$ cat src/rtl/issue_scoreboard.sv
// Single-entry issue stage: holds one decoded instruction, tracks per-register
// pending-write busy bits, issues when hazards clear, and drains on halt.
module issue_scoreboard #(
  parameter int NUM_REGS = 16,
  parameter int NUM_FU   = 7
) (
  input  logic                 clk,
  input  logic                 rst_n,
  input  logic                 dec_valid,
  output logic                 dec_ready,
  input  logic [1:0][3:0]      dec_readregs,
  input  logic [1:0]           dec_read_ena,
  input  logic [3:0]           dec_writereg,
  input  logic                 dec_write_ena,
  input  logic [7:0]           dec_flags,
  input  logic [3:0]           dec_fuid,
  input  logic                 dec_halt,
  input  logic [NUM_FU-1:0]    fu_ready,
  output logic                 iss_valid,
  output logic [3:0]           iss_fuid,
  output logic [1:0][3:0]      iss_readregs,
  output logic [1:0]           iss_read_ena,
  output logic [3:0]           iss_writereg,
  output logic                 iss_write_ena,
  output logic [7:0]           iss_flags,
  input  logic                 wb_valid,
  input  logic [3:0]           wb_reg,
  output logic [NUM_REGS-1:0]  busy_vec,
  output logic                 halted,
  output logic                 illegal_fu
);

  typedef enum logic [1:0] {RUN, DRAIN, HALTED} state_t;

  localparam logic [4:0] FU_LIMIT = 5'(NUM_FU);

  state_t state_q, state_d;

  logic            hold_v;
  logic [1:0][3:0] hold_rr;
  logic [1:0]      hold_re;
  logic [3:0]      hold_wr;
  logic            hold_we;
  logic [7:0]      hold_flags;
  logic [3:0]      hold_fuid;
  logic            hold_halt;

  logic [NUM_REGS-1:0] busy_q;
  logic [NUM_REGS-1:0] wb_mask;
  logic [NUM_REGS-1:0] set_mask;
  logic [NUM_REGS-1:0] eff_busy;
  logic [15:0]         fu_ready_ext;

  logic fu_legal, src_ok, dst_ok, can_issue, drop, load, halt_done;

  // Zero-extend so any 4-bit fuid indexes safely; legality is checked separately.
  assign fu_ready_ext = 16'(fu_ready);

  always_comb begin
    wb_mask = '0;
    if (wb_valid) wb_mask[wb_reg] = 1'b1;
  end

  // A writeback frees its register for hazard checks in the cycle it arrives.
  assign eff_busy = busy_q & ~wb_mask;

  assign fu_legal  = {1'b0, hold_fuid} < FU_LIMIT;
  assign src_ok    = (!hold_re[0] || !eff_busy[hold_rr[0]]) &&
                     (!hold_re[1] || !eff_busy[hold_rr[1]]);
  assign dst_ok    = !hold_we || !eff_busy[hold_wr];
  assign can_issue = hold_v && (state_q == RUN) && !hold_halt && fu_legal &&
                     fu_ready_ext[hold_fuid] && src_ok && dst_ok;
  assign drop      = hold_v && !fu_legal && (state_q == RUN) && !hold_halt;
  assign dec_ready = (state_q == RUN) && (!hold_v || can_issue || drop);
  assign load      = dec_valid && dec_ready;
  assign halt_done = (state_q == DRAIN) && (eff_busy == '0);

  always_comb begin
    set_mask = '0;
    if (can_issue && hold_we) set_mask[hold_wr] = 1'b1;
  end

  always_comb begin
    state_d = state_q;
    case (state_q)
      RUN:     if (hold_v && hold_halt) state_d = DRAIN;
      DRAIN:   if (eff_busy == '0) state_d = HALTED;
      HALTED:  state_d = HALTED;
      default: state_d = RUN;
    endcase
  end

  always_ff @(posedge clk or negedge rst_n) begin
    if (!rst_n) begin
      state_q    <= RUN;
      busy_q     <= '0;
      illegal_fu <= 1'b0;
    end else begin
      state_q    <= state_d;
      busy_q     <= eff_busy | set_mask;
      illegal_fu <= drop;
    end
  end

  always_ff @(posedge clk or negedge rst_n) begin
    if (!rst_n) begin
      hold_v     <= 1'b0;
      hold_rr    <= '0;
      hold_re    <= '0;
      hold_wr    <= '0;
      hold_we    <= 1'b0;
      hold_flags <= '0;
      hold_fuid  <= '0;
      hold_halt  <= 1'b0;
    end else if (load) begin
      hold_v     <= 1'b1;
      hold_rr    <= dec_readregs;
      hold_re    <= dec_read_ena;
      hold_wr    <= dec_writereg;
      hold_we    <= dec_write_ena;
      hold_flags <= dec_flags;
      hold_fuid  <= dec_fuid;
      hold_halt  <= dec_halt;
    end else if (can_issue || drop || halt_done) begin
      hold_v <= 1'b0;
    end
  end

  assign iss_valid     = can_issue;
  assign iss_fuid      = hold_v ? hold_fuid  : '0;
  assign iss_readregs  = hold_v ? hold_rr    : '0;
  assign iss_read_ena  = hold_v ? hold_re    : '0;
  assign iss_writereg  = hold_v ? hold_wr    : '0;
  assign iss_write_ena = hold_v && hold_we;
  assign iss_flags     = hold_v ? hold_flags : '0;
  assign busy_vec      = busy_q;
  assign halted        = (state_q == HALTED);

endmodule

$ cat config.mk
export PLATFORM = sky130hd
export DESIGN_NAME = issue_scoreboard
export DESIGN_NICKNAME = d
export VERILOG_FILES = /design/src/rtl/issue_scoreboard.sv
export SDC_FILE = /design/constraint.sdc
export NUM_CORES = 1
export LEC_CHECK = 0
export ABC_CLOCK_PERIOD_IN_PS = 4220
export BUFFER_PORTS_ARGS = -buffer_cell sky130_fd_sc_hd__buf_2
export CAP_MARGIN = 20
export CORE_UTILIZATION = 55
export CTS_CLUSTER_DIAMETER = 60
export DETAILED_ROUTE_END_ITERATION = 6
export MAX_ROUTING_LAYER = met4
export PLACE_DENSITY = 0.83
export SYNTH_ARGS = -nofsm -noshare
export SYNTH_HDL_FRONTEND = slang
export SYNTH_SLANG_ARGS = --single-unit
$ cat constraint.sdc
create_clock -name clk -period 4.22 [get_ports clk]
set_input_delay 0.211 -clock clk [delete_from_list [all_inputs] [get_ports clk]]
set_output_delay 0.211 -clock clk [all_outputs]
set_load 0.05 [all_outputs]
==> flow_summary.yaml <==
cells_and_area:
  multi_input_area_um2: 1850
  areaGrowthSynthToFinish_pct: 16.7
  regArea_um2: 1200
  nets: 474
  nFillCells: 461
  drive_gt1_share_pct: 28.0
  postLayoutCellArea_um2: 3770
  fin_cells: 501
  final_cell_mix: "buf_2 (89), dfrtp_1 (48), o21ai_0 (45)"
  final_common_cell: "buf_2"
  diodes: 0
job:
  cap_violations: 0
sta:
  maxSlewViolCount: 0
  period_share_pct: 86.9
  setup_viol: 0
  period_needed_ps: 3670
  fin_skew_ps: 4.31
  fin_setup_tns_ps: 0
  rsz0062_at_grt: "no"
  hold_violations: 0
  max_freq_mhz: 273
  relSlewSlack_pct: 38.0
  worst_pin_slew_ps: 931
floorplanning:
  io_pins: 90
  std_cell_rows: 27
  die_width_um: 78.6
  die-area_um2: 6180
  die_height_um: 78.6
  start_util_pct: 57.9
  core_area_um2: 5570
run_status:
  status: "complete, no violations"
setup_path:
  crit_fanout: 30
  crit_cells: 7
  crit_buf_inv: 2
  critPathKind: "flop to primary output"
  critPathSlowestCell: "o32ai_4"
  path_cells: "inv_1 -> mux4_2 -> nor3b_2 -> o32ai_4 -> o21ba_2 -> nor2b_1 -> buf_2"
  endpoint_kind: "primary output"
  reg2regPathDepth: 6
  cp.arrival_ps: 3460
  slowest_delay_ps: 820
  critical_path.top_delay_family: "compound AO/OA/AOI/OAI gates"
  cp.required_ps: 4010
  crit_path_start_kind: "flop"
synthesis:
  synthAdderAreaFrac_pct: 1.16
  yosys.area_share.simple_pct: 20.0
  synth_top_family_by_area: "compound AO/OA/AOI/OAI gates"
  synth_mux_area_share_pct: 4.81
  yosysSeqAreaShare_pct: 37.2
  synth_area_um2: 3230
  synth_xor_area_share_pct: 0
  synthCells: 358
  yosys_warnings: 0
  yosys.area.top_type_share_pct: 37.2
  yosys-top-cells-area: "dfrtp_1 (37%), o311ai_0 (7.3%), o21ai_0 (7.0%)"
  synth_cell_types: 52
  yosys.area.top_type: "dfrtp_1"
  synth.net_count: 404
  ys_async_sr_fraction_pct: 100
  syn_area_per_cell_um2: 9.01
  synth_edf_count: 0
  synth_seq_cells: 48
  synth-main-ff-cell: "dfrtp_1"
  synth_compound_area_share_pct: 31.5
routing:
  wire_per_inst_um: 18.3
  routed_wl_um: 9190
  drt-initial-drc-count: 284
  vias: 3224
  drc: 0
  vias_per_cell: 6.44
  postRouteAntennaNets: 0
  dr.pass1.iters: 5
global_route:
  overflow: 0
  grt_pass1_vias: 2890
  antenna_found_initial: 0
  grt_start_max_net_pins: 49
  grt_pass1_wl_um: 14600
  grt_util_all_layers_pct: 31.2
hold_path:
  min_path_type: "primary input to flop"
  min_path_cells: 3
power:
  p_leak_nw: 1.63
  power_density_nw_per_um2: 844
  vdd_drop_max_mv: 0.473
clock_network:
  h-tree-depth: 2
  clk_pin_slew_ps: 90
  clkLatencyLatePin_ps: 300
  cts-resized-gates: 0
  cts_inserted_buffers: 5
  clock_path_buffers: 2
  cts-root-buf: "clkbuf_8"
  cts_tree: "yes"
  clock-sinks: 48
placement:
  place_area_um2: 3650
  dp_cells: 491
  io_buffers: 89
  dp_hpwl_um: 6530
  globalplace.congestion: 0.996
-- cell type report --
type,count,area share [%]
tap,72,2.39
clock buffer,7,2.03
sequential,48,31.9
multi-input combinational,270,49.2
inverter,8,0.797
clock inverter,1,0.233
timing repair buffer,95,13.4
-- registers in the layout, indices dropped and copies added (netlist names) --
register / count
busy_vec: 16
hold_flags: 8
hold_fuid: 4
hold_halt: 1
hold_re: 2
hold_rr: 8
hold_v: 1
hold_we: 1
hold_wr: 4
illegal_fu: 1
state_q: 2
-- path summary, 6_finish.rpt --
check | from | end | slack [ps]
setup / recovery | hold_rr[1] | dec_ready | 550
setup reg to reg | hold_rr[1] | hold_v | 900
hold / removal | dec_flags[0] | hold_flags[0] | 140
min in group asynchronous | rst_n | hold_wr[3] | 330
max in group asynchronous | rst_n | hold_rr[2] | 3400
hold reg to reg | hold_halt | hold_halt | 520
-- report_power, final --
group | leakage, nW | switching (mW) | total (mW) | internal (mW)
clock | 0.0424 | 0.155 | 0.273 | 0.119
sequential | 0.621 | 0.310 | 0.953 | 0.643
combinational | 0.963 | 1.38 | 1.95 | 0.569
total | 1.63 | 1.85 | 3.18 | 1.33
-- synthesized netlist by cell type, drive strengths merged (2+ instances only) --
cell type	n
dfrtp	48
a31oi	2
o311ai	27
nand2	41
o211ai	16
o21ai	60
mux2	2
nor2	9
mux2i	2
nand3	6
nand2b	5
buf	8
o31ai	2
clkbuf	24
a21oi	6
mux4	5
or2	3
o41ai	10
nor2b	8
and2	29
o2111ai	4
nand4	10
inv	8
ha	3
nand3b	3
-- through the flow --
step	power, mW	hold slack [ps]	utilization (%)	worst slack [ps]
6_report	3.18	139	67.6	553
2_1_floorplan	2.42	-84.6	-	1390
4_1_cts	3.15	135	67.0	610
5_1_grt	3.36	140	67.6	401
3_5_place_dp	2.88	459	65.5	737
3_3_place_gp	2.85	437	65.5	782
-- per-layer routing --
layer / routed length (um) / vias up / global-route usage, %
li1: - / 1503 / -
met1: 4010 / 1513 / 44.2
met2: 4250 / 189 / 46.9
met3: 792 / 19 / 4.88
met4: 138 / 0 / 7.96
met5: 0 / - / -
-- worst register-to-register path: stages, from the launching register on --
cell and delay (ps):
dfrtp_1 470, inv_1 230, mux4_2 550, nor3b_2 180, o32ai_4 820, o21ba_2 590, mux2_1 370
-- timing repair --
action / 4_1_cts / 5_1_grt
endpoints found under the hold margin: 0 / 12
hold buffers: 0 / 1
buffers inserted: 0 / 0
-- logic make-up after synthesis --
group,count (synthesis)
AO/OA/AOI/OAI,138
adder cells (fa/ha/maj),3
buffers and inverters,40
flip-flops,48
multiplexers,9
AND/OR/NAND/NOR,120
No activity file was read; power rests on OpenSTA's default activity.
